**src/rtl/seq_arith_unit.sv**
```systemverilog
// seq_arith_unit
// Multi-cycle unsigned arithmetic unit. Add and sub finish in one cycle.
// Mul (shift-add) and div (restoring) run for OPERAND_WIDTH steps behind Busy.
// Ports:
//   CLK, RST          clock, synchronous active-high reset
//   A, B              W-bit unsigned operands, sampled at accept
//   ALU_FUN           00 add, 01 sub, 10 mul, 11 div
//   Arith_Enable      request, accepted only while Busy=0
//   Busy              iterative op in progress
//   Arith_Flag        one-cycle pulse, result/flags valid
//   Arith_OUT         2W-bit result, held until next completion
//   Extra_Bits        OR of the upper half of Arith_OUT
//   Carry             add carry-out / sub borrow
//   Div0              divide by zero
module seq_arith_unit #(
   parameter int OPERAND_WIDTH = 8,
   parameter int RESULT_WIDTH  = 2*OPERAND_WIDTH
) (
   input  logic                     CLK,
   input  logic                     RST,
   input  logic [OPERAND_WIDTH-1:0] A,
   input  logic [OPERAND_WIDTH-1:0] B,
   input  logic [1:0]               ALU_FUN,
   input  logic                     Arith_Enable,
   output logic                     Busy,
   output logic                     Arith_Flag,
   output logic [RESULT_WIDTH-1:0]  Arith_OUT,
   output logic                     Extra_Bits,
   output logic                     Carry,
   output logic                     Div0
);
   localparam int W  = OPERAND_WIDTH;
   localparam int CW = $clog2(W+1);

   typedef enum logic {IDLE, ITER} state_t;
   state_t state, state_n;

   // Working registers are shared between mul and div:
   //   mul: mcand = shifted multiplicand, mplier = multiplier (LSB first),
   //        acc = partial product
   //   div: mcand[W-1:0] = divisor, mplier = dividend (MSB first),
   //        acc = {remainder, quotient}
   logic            is_div;
   logic [CW-1:0]   cnt;
   logic [2*W-1:0]  mcand;
   logic [W-1:0]    mplier;
   logic [2*W-1:0]  acc;

   logic [2*W-1:0]  sum_ext, dif_ext, acc_mul, acc_div, acc_step, res;
   logic [W:0]      rem_sh, trial;
   logic [W-1:0]    rem_n;
   logic            qbit, done, load, carry_n, div0_n;

   assign sum_ext = {{W{1'b0}}, A} + {{W{1'b0}}, B};
   // 2W-bit subtraction wraps, giving the sign-extended two's complement
   assign dif_ext = {{W{1'b0}}, A} - {{W{1'b0}}, B};

   assign acc_mul = mplier[0] ? acc + mcand : acc;

   // remainder is always < divisor, so the shifted value fits in W+1 bits
   // and the kept value always fits back into W bits
   assign rem_sh  = {acc[2*W-1:W], mplier[W-1]};
   assign trial   = rem_sh - {1'b0, mcand[W-1:0]};
   assign qbit    = ~trial[W];
   assign rem_n   = qbit ? trial[W-1:0] : rem_sh[W-1:0];
   assign acc_div = {rem_n, acc[W-2:0], qbit};

   assign acc_step = is_div ? acc_div : acc_mul;
   assign Busy     = (state == ITER);

   always_ff @(posedge CLK) begin
      if (RST) state <= IDLE;
      else     state <= state_n;
   end

   always_comb begin
      state_n = state;
      done    = 1'b0;
      load    = 1'b0;
      res     = '0;
      carry_n = 1'b0;
      div0_n  = 1'b0;
      case (state)
         IDLE: if (Arith_Enable) begin
            case (ALU_FUN)
               2'b00: begin
                  done    = 1'b1;
                  res     = sum_ext;
                  carry_n = sum_ext[W];
               end
               2'b01: begin
                  done    = 1'b1;
                  res     = dif_ext;
                  carry_n = (A < B);
               end
               2'b10: begin
                  load    = 1'b1;
                  state_n = ITER;
               end
               default: begin
                  if (B == '0) begin
                     done   = 1'b1;
                     res    = {A, {W{1'b1}}};
                     div0_n = 1'b1;
                  end else begin
                     load    = 1'b1;
                     state_n = ITER;
                  end
               end
            endcase
         end
         ITER: if (cnt == CW'(1)) begin
            done    = 1'b1;
            res     = acc_step;
            state_n = IDLE;
         end
         default: state_n = IDLE;
      endcase
   end

   always_ff @(posedge CLK) begin
      if (RST) begin
         Arith_Flag <= 1'b0;
         Arith_OUT  <= '0;
         Extra_Bits <= 1'b0;
         Carry      <= 1'b0;
         Div0       <= 1'b0;
         is_div     <= 1'b0;
         cnt        <= '0;
         mcand      <= '0;
         mplier     <= '0;
         acc        <= '0;
      end else begin
         Arith_Flag <= done;
         if (done) begin
            Arith_OUT  <= res;
            Extra_Bits <= |res[2*W-1:W];
            Carry      <= carry_n;
            Div0       <= div0_n;
         end
         if (load) begin
            is_div <= ALU_FUN[0];
            cnt    <= CW'(W);
            mcand  <= {{W{1'b0}}, B};
            mplier <= A;
            acc    <= '0;
         end else if (state == ITER) begin
            cnt <= cnt - CW'(1);
            acc <= acc_step;
            if (is_div) begin
               mplier <= mplier << 1;
            end else begin
               mcand  <= mcand << 1;
               mplier <= mplier >> 1;
            end
         end
      end
   end
endmodule

```
**config.mk**
```make
export PLATFORM = sky130hd
export DESIGN_NAME = seq_arith_unit
export DESIGN_NICKNAME = d
export VERILOG_FILES = /design/src/rtl/seq_arith_unit.sv
export SDC_FILE = /design/constraint.sdc
export NUM_CORES = 1
export LEC_CHECK = 0
export CAP_MARGIN = 20
export CORE_MARGIN = 4
export CORE_UTILIZATION = 31
export DETAILED_ROUTE_END_ITERATION = 8
export GPL_ROUTABILITY_DRIVEN = 0
export GPL_TIMING_DRIVEN = 0
export PLACE_DENSITY = 0.54
export SLEW_MARGIN = 20
export SYNTH_ARGS = -nofsm -noshare
export SYNTH_HDL_FRONTEND = slang
export SYNTH_SLANG_ARGS = --single-unit
```
**constraint.sdc**
```tcl
create_clock -name CLK -period 4.4 [get_ports CLK]
set_input_delay 0.66 -clock CLK [delete_from_list [all_inputs] [get_ports CLK]]
set_output_delay 0.66 -clock CLK [all_outputs]
set_load 0.005 [all_outputs]
```
# ---- Word-level counts from Yosys, hierarchy flattened
# Index checks and enable logic that the tools add are counted.
# W data, S select, Z words.
dict set report classes {
  n_mux 33
  add_sub_neg 5
  n_reduce_logical 9
  n_bitwise 3
  n_eq_ne 4
  n_lt_le_gt_ge 1
}
# cell n
set op_table {}
lappend op_table {{$mux W16} 5}
lappend op_table {{$mux W8} 7}
lappend op_table {{$pmux W16 S3} 1}
lappend op_table {{$pmux W16 S2} 1}
lappend op_table {{$add A16 B16 Y16} 1}
lappend op_table {{$mux W1} 12}
lappend op_table {{$pmux W1 S2} 5}
lappend op_table {{$add A8 B8 Y9} 1}
lappend op_table {{$sub A8 B8 Y9} 1}
lappend op_table {{$sub A9 B8 Y9} 1}
lappend op_table {{$logic_not A8 Y1} 1}
lappend op_table {{$lt A8 B8 Y1} 1}
lappend op_table {{$mux W4} 2}
lappend op_table {{$reduce_or A8 Y1} 1}
lappend op_table {{$eq A4 B1 Y1 const B} 1}
lappend op_table {{$reduce_and A2 Y1} 2}
lappend op_table {{$reduce_or A2 Y1} 2}
lappend op_table {{$sub A4 B1 Y4 const B} 1}
lappend op_table {{$not A1 Y1} 3}
lappend op_table {{$reduce_or A3 Y1} 1}
lappend op_table {{$eq A2 B1 Y1 const B} 1}
lappend op_table {{$eq A2 B2 Y1 const B} 1}
lappend op_table {{$logic_not A2 Y1} 1}
lappend op_table {{$ne A2 B1 Y1 const B} 1}
lappend op_table {{$reduce_bool A2 Y1} 1}
dict set report word_totals {
  ff_bits 66
  elab_cells 68
  input_bits 21
  out_inout_bits 21
}

# ---- Depth between registers and ports, before layout
# Gate-level depths: netlist of run 1.
dict set report logic_depth {
  depth_word 7
  depth_mapped 14
  depth_no_buf 13
}

# ---- Worst setup path after synthesis of run 1
# OpenSTA, ideal clock, no wires.
dict set report synth_timing {
  path_type {input to register}
  start {in A[0]}
  end {reg Extra_Bits}
  n_path_buf 0
  path_stages 12
  setup_ps 86
  path_slack_ps 1561
  t_required_ps 4314
  t_arrival_ps 2752
  cell_sequence {inv_1 ha_1 inv_1 fa_1 a211oi_1 o21ai_0 o211ai_2 o21ai_0 and2_1 a31oi_2 nor4_2 a221oi_2}
}
dict set report synth_via {
  elab_chain_len 5
  word_cells_on_any_way 7
}
# item line
set synth_lines {}
lappend synth_lines {{from (decl)} 21} ;# input logic [OPERAND_WIDTH-1:0] A,
lappend synth_lines {{$sub A8 B8 Y9, or another cell as far along} 56} ;# assign dif_ext = {{W{1'b0}}, A} - {{W{1'b0}}, B};
lappend synth_lines {{$pmux W16 S3 (*)} 85} ;# case (ALU_FUN)
lappend synth_lines {{$mux W16 (*)} 84} ;# IDLE: if (Arith_Enable) begin
lappend synth_lines {{$pmux W16 S2 (*)} 83} ;# case (state)
lappend synth_lines {{$reduce_or A8 Y1 (*)} 137} ;# Extra_Bits <= |res[2*W-1:W];
lappend synth_lines {{to (signal assigned)} 137}
lappend synth_lines {{to (decl)} 28} ;# output logic Extra_Bits,
# Every way passes the cells marked *; elsewhere a longest branch is shown, timed or not.
# A chain may end at the register's enable or synchronous reset.

# ---- Final worst setup path of run 1
# Same ends and word-level chain as after synthesis.

==> metrics.cfg, run 1 <==
[cts]
clkSinkCount=66
clk-insertion-delay-late_ps=340
cts-hold-fix-buffers=0
clockBufferDepth=2
root_buffer=clkbuf_16
cts_resized=0
cts_max_level=3
cts_tree=built
cts_buffers=9
post_cts_buffers=0
cts.clk_slew.worst_paths_ps=60

[timing]
setup_tns_ps=0
setup_slack_ps=710
slew_viol_final=0
setup_viol=0
fin_crit_sh_pct=83.9
fmax_ghz=0.271
rsz0062_at_grt=false
hold_viol=0
layout_min_cycle_time_ps=3690
max-slew-margin-rel_pct=41.8
tightest_slew_ps=873
fin_skew_ps=5.12

[die]
dieArea_sq_um=18600
initial_utilization_pct=31.9
die_w_um=137
io_pins=42
dieHeight_um=137
coreArea_sq_um=16100
rows=46

[setup_path]
critPathLaunch=A[0]
setup.worst_path.start_class=input pin
r2r-start=mcand[0]
crit_type=in2reg
endpoint=Extra_Bits
crit_path_end_kind=flop
ff2ff_path_depth=12
cp_data_arrival_time_ps=3950
rrSetupSlack_ps=1180
cp_max_fo=7
required_ps=4660
timing.rr.end=Extra_Bits

[route]
wire_per_inst_um=18.1
viasPerCell=5.50
drt-total-wl_um=16500
route.detailed.drc=0
firstDrtPassIters=5
drt_iter0_markers=492
vias=5007
ant_nets=0

[flow_run]
cap_viol_max_count=0

[yosys]
yosys_warnings=0
ys_seq_area_share_pct=25.8
syn-instance-count=638
postSynthAreaPerCell_sq_um=8.03
synth_largest_area_cell=dfxtp_1
synth_fp_nets=704
yosys-top-cells-area=dfxtp_1, ha_1, nor2_1, a21oi_1, nand2_1
synth-edff-count=0
yosysUniqueCellTypes=74
ys_ff_latch=66
synth.top_cell.area_share_pct=25.8
netlist_area_sq_um=5120
synthFlopType=dfxtp_1
async_flop_share_pct=0

[place]
port_buffers=40
place_ws_ps=408
dp_hpwl_um=13000

[layout]
drive_above_1_share_pct=9.65
fin_nets=755
area_growth_pct=18.5
post-route-util_pct=37.8
insertedDiodeCount=0

[grt]
grt_max_degree=13
antenna_found_initial=0
grt_usage_pct=18.3
overflow=0
grt_pass1_vias=4807
grt_pass1_wl_um=26300

[status]
outcome=completed

[power]
vdd_ir_drop_max_mv=0.181
power.total_mw=1.76
cellPowerDensity_nw_per_um2=290
power.leakage_nw=2.32

[hold_path]
hold_class=reg2reg

[per-stage QoR]
step / instances / area [sq um] / hold slack [ps]
finish: 910 / 6070 / 454
global route: 910 / 6070 / 480
CTS: 910 / 6070 / 464
detailed placement: 894 / 5800 / 448
global placement: 894 / 5790 / 438
floorplan: 638 / 5120 / 444
[synthesized netlist by cell type, types with 10 or more instances]
master    number
a211oi_1      16
a21oi_1       51
a222oi_1      15
clkbuf_1      20
dfxtp_1       66
ha_1          41
inv_1         37
mux2i_1       14
nand2_1       56
nand3_1       10
nor2_1        74
nor3_1        13
o21ai_0       38
xnor2_1       17
xor2_1        14
[state kept, by name, indices dropped and copies added, names as in the netlist]
register    flops
Arith_Flag      1
Arith_OUT      16
Busy            1
Carry           1
Div0            1
Extra_Bits      1
acc            16
cnt             4
is_div          1
mcand          16
mplier          8
[how the worst min path moves through the flow]
stage / from / end / cells past startpoint
floorplan: mcand[15] / mcand[15] / 2
global placement: Arith_OUT[9] / Arith_OUT[9] / 2
detailed placement: Div0 / Div0 / 2
CTS: Div0 / Div0 / 2
global route: mcand[15] / mcand[15] / 2
finish: Arith_OUT[15] / Arith_OUT[15] / 2
[report_power, final]
group	switching [mW]	leakage (nW)	internal (mW)	total, mW
combinational	0.271	1.65	0.186	0.457
sequential	0.0251	0.537	0.624	0.650
clock	0.278	0.127	0.378	0.656
[worst max-delay path, stage by stage]
cell             delay [ps]
clkdlybuf4s50_1         530
inv_1                   100
ha_1                    190
inv_1                    60
fa_1                    420
a211oi_1                340
o21ai_0                 270
o211ai_2                330
o21ai_0                 270
and2_1                  240
a31oi_2                 200
nor4_2                   90
a221oi_2                240
[placed cells by master, fill, tap and decap left out, drive strengths merged, types with 5 or more instances in the layout]
master and instances:
a21o 7, xor2 14, a31oi 10, o21a 5, a222oi 15, o21bai 5
nor4 5, inv 38, o211ai 7, dfxtp 66, o21ai 41, nor2b 6
o22ai 5, mux2 9, a22o 5, mux2i 14, a211oi 17, nor3 14
clkdlybuf4s50 40, nand2 56, nand2b 7, nor2 75, clkinv 5, nand3 10
ha 41, buf 14, a22oi 7, xnor2 17, clkbuf 30, a21oi 54
[per-layer routing]
layer	part of all wire [%]	global-route usage, %	up-vias
met3	6.2	3.71	24
met4	2.5	6.94	0
met1	47	25.3	2373
li1	-	-	2442
met5	0	0	-
met2	44	27.9	168
[cells by family after synthesis]
group	synth area share, %
compound gates	29.5
mux	4.71
buf+inv	6.13
xor+xnor	5.30
flops	25.8
simple gates	17.0
fa+ha+maj	11.6
[layout make-up]
class                   instances  area [sq um]
plain buffers                  35           168
clock buffers                   9           225
clock inverters                 7          46.3
fillers                      1646          9990
inverters                      39           146
multi-input cells             498          3490
flip-flops and latches         66          1320
well taps                     216           270
repair buffers                 40           400
Power figures use the tool's default switching activity.
==> run 2: changes to the inputs <==
- clock period: 4.4 -> 3.42 ns (I/O delays scaled with it)
==> metrics.cfg, run 2 (synthesis results as in run 1) <==
[setup_path]
rrSetupSlack_ps=270  ; -910 ps
crit_path_end_kind=flop
ff2ff_path_depth=12  ; unchanged
cp_data_arrival_time_ps=3490  ; -460 ps
required_ps=3620  ; -1040 ps
critPathSlowestCell=clkdlybuf4s50_1
max_stage_delay_ps=590  ; +60 ps
timing.rr.end=Extra_Bits
crit_type=in2reg
r2r-start=mcand[0]
cp_max_fo=8  ; +1
cp_cell_sequence=clkdlybuf4s50_1 -> inv_1 -> ha_1 -> clkbuf_1 -> nor3_1 -> o2111ai_1 -> o211ai_2 -> buf_4 -> o21a_1 -> a221o_1 -> a31oi_2 -> nand3_1 -> nor4_2 -> a221oi_2
setup.worst_path.start_class=input pin

[die]
io_pins=42  ; unchanged
die_w_um=137  ; unchanged
dieArea_sq_um=18600  ; unchanged
coreArea_sq_um=16100  ; unchanged
dieHeight_um=137  ; unchanged
rows=46  ; unchanged
initial_utilization_pct=31.9  ; unchanged

[grt]
grt_pass1_wl_um=26300  ; unchanged
grt_pass1_vias=4807  ; unchanged
overflow=0  ; unchanged
antenna_found_initial=0  ; unchanged
grt_usage_pct=18.3  ; unchanged
grt_max_degree=13  ; unchanged

[timing]
slew_viol_final=0  ; unchanged
setup_viol=0  ; unchanged
setup_slack_ps=126  ; -585 ps
whs_ps=455  ; +0.118 ps
fmax_ghz=0.304
tightest_slew_ps=867  ; -6.12 ps
max-slew-margin-rel_pct=42.2  ; +0.41 points
fin_crit_sh_pct=96.3
layout_min_cycle_time_ps=3290
hold_viol=0  ; unchanged
fin_skew_ps=5.57  ; +0.453 ps

[cts]
cts-hold-fix-buffers=0  ; unchanged
cts_max_level=3  ; unchanged
clockBufferDepth=2  ; unchanged
cts_tree=built
clkSinkCount=66  ; unchanged
cts_buffers=9  ; unchanged
root_buffer=clkbuf_16
clk-insertion-delay-late_ps=340  ; about the same
cts.clk_slew.worst_paths_ps=60  ; about the same

[route]
drt_iter0_markers=510  ; +3.7%
drt-total-wl_um=16500  ; +0.15%
wire_per_inst_um=18.1  ; about the same
route.detailed.drc=0  ; unchanged
vias=5001  ; -0.12%
viasPerCell=5.49  ; -0.23%
ant_nets=0  ; unchanged
firstDrtPassIters=6  ; +1

[hold_path]
hold_end=Arith_OUT[15]
hold_class=reg2reg
hold_depth=2  ; unchanged
hold_start=Arith_OUT[15]

[layout]
final_common_cell=nor2_1
drive_above_1_share_pct=10.2  ; +0.56 points
insertedDiodeCount=0  ; unchanged
area_growth_pct=19.0
multi_input_area_sq_um=3510  ; +0.50%
seqCellArea_sq_um=1320  ; unchanged
layout_common_cells=nor2_1, dfxtp_1, nand2_1
top_regs=Arith_OUT (16), acc (16), mcand (16)
post-route-util_pct=38.0  ; +0.18 points
fin_nets=756  ; +0.13%
nFillCells=1649  ; +0.18%

[power]
power.total_mw=2.28  ; +29%
vdd_ir_drop_max_mv=0.233  ; +28%
cellPowerDensity_nw_per_um2=373  ; +28%
power.leakage_nw=2.33  ; +0.71%

[status]
outcome=completed

[place]
port_buffers=40  ; unchanged
dp_hpwl_um=13000  ; unchanged
place_ws_ps=-425  ; -833 ps

[flow_run]
cap_viol_max_count=0  ; unchanged

## run 2: timing repair
action | 4_1_cts | 5_1_grt
pin swaps | 0 | 1
endpoints found under the setup margin | 1 | 2
endpoints found under the hold margin | 0 | 0
resized for setup | 1 | 4
buffers inserted | 0 | 2
## run 2: metrics by stage
| step | cells | TNS [ps] | instance area, sq um |
|---|---|---|---|
| 6_report | 911 | 0 | 6100 |
| 3_5_place_dp | 894 | -656 | 5800 |
| 3_3_place_gp | 894 | -522 | 5790 |
| 5_1_grt | 911 | -11.7 | 6100 |
| 4_1_cts | 910 | 0 | 6070 |
| 2_1_floorplan | 638 | 0 | 5120 |
## run 2: metal layers
| layer | GRT usage [%] | up-vias | share of wire (%) |
|---|---|---|---|
| li1 | - | 2446 | - |
| met1 | 25.3 | 2374 | 48 |
| met2 | 27.9 | 157 | 44 |
| met3 | 3.71 | 24 | 6.1 |
| met4 | 6.94 | 0 | 2.4 |
| met5 | 0 | - | 0 |
## run 2: cell type report
| class | instances | share of cell area, % |
|---|---|---|
| Timing Repair Buffer | 42 | 6.81 |
| Buffer | 34 | 2.69 |
| Clock inverter | 7 | 0.759 |
| Clock buffer | 9 | 3.69 |
| Tap cell | 216 | 4.43 |
| Multi-Input combinational cell | 498 | 57.6 |
| Inverter | 39 | 2.40 |
| Sequential cell | 66 | 21.7 |
## run 2: worst max path at each step
stage / endpoint / startpoint
finish: Extra_Bits / B[5]
global route: Extra_Bits / A[0]
CTS: Extra_Bits / A[0]
detailed placement: Extra_Bits / A[0]
global placement: Extra_Bits / A[0]
floorplan: Extra_Bits / A[0]
## run 2: report_power, final
part           internal, mW  leakage [nW]  total [mW]  switching [mW]
combinational         0.243          1.67       0.594           0.351
sequential            0.803         0.537       0.836          0.0322
clock                 0.487         0.127       0.846           0.359
## run 2: worst max-delay path, delay by kind of cell
| family | cells | cell delay (ps) |
|---|---|---|
| adders and majority gates | 1 | 270 |
| and+or+nand+nor | 3 | 450 |
| buffers and inverters | 4 | 1140 |
| AOI/OAI and AO/OA | 6 | 1110 |
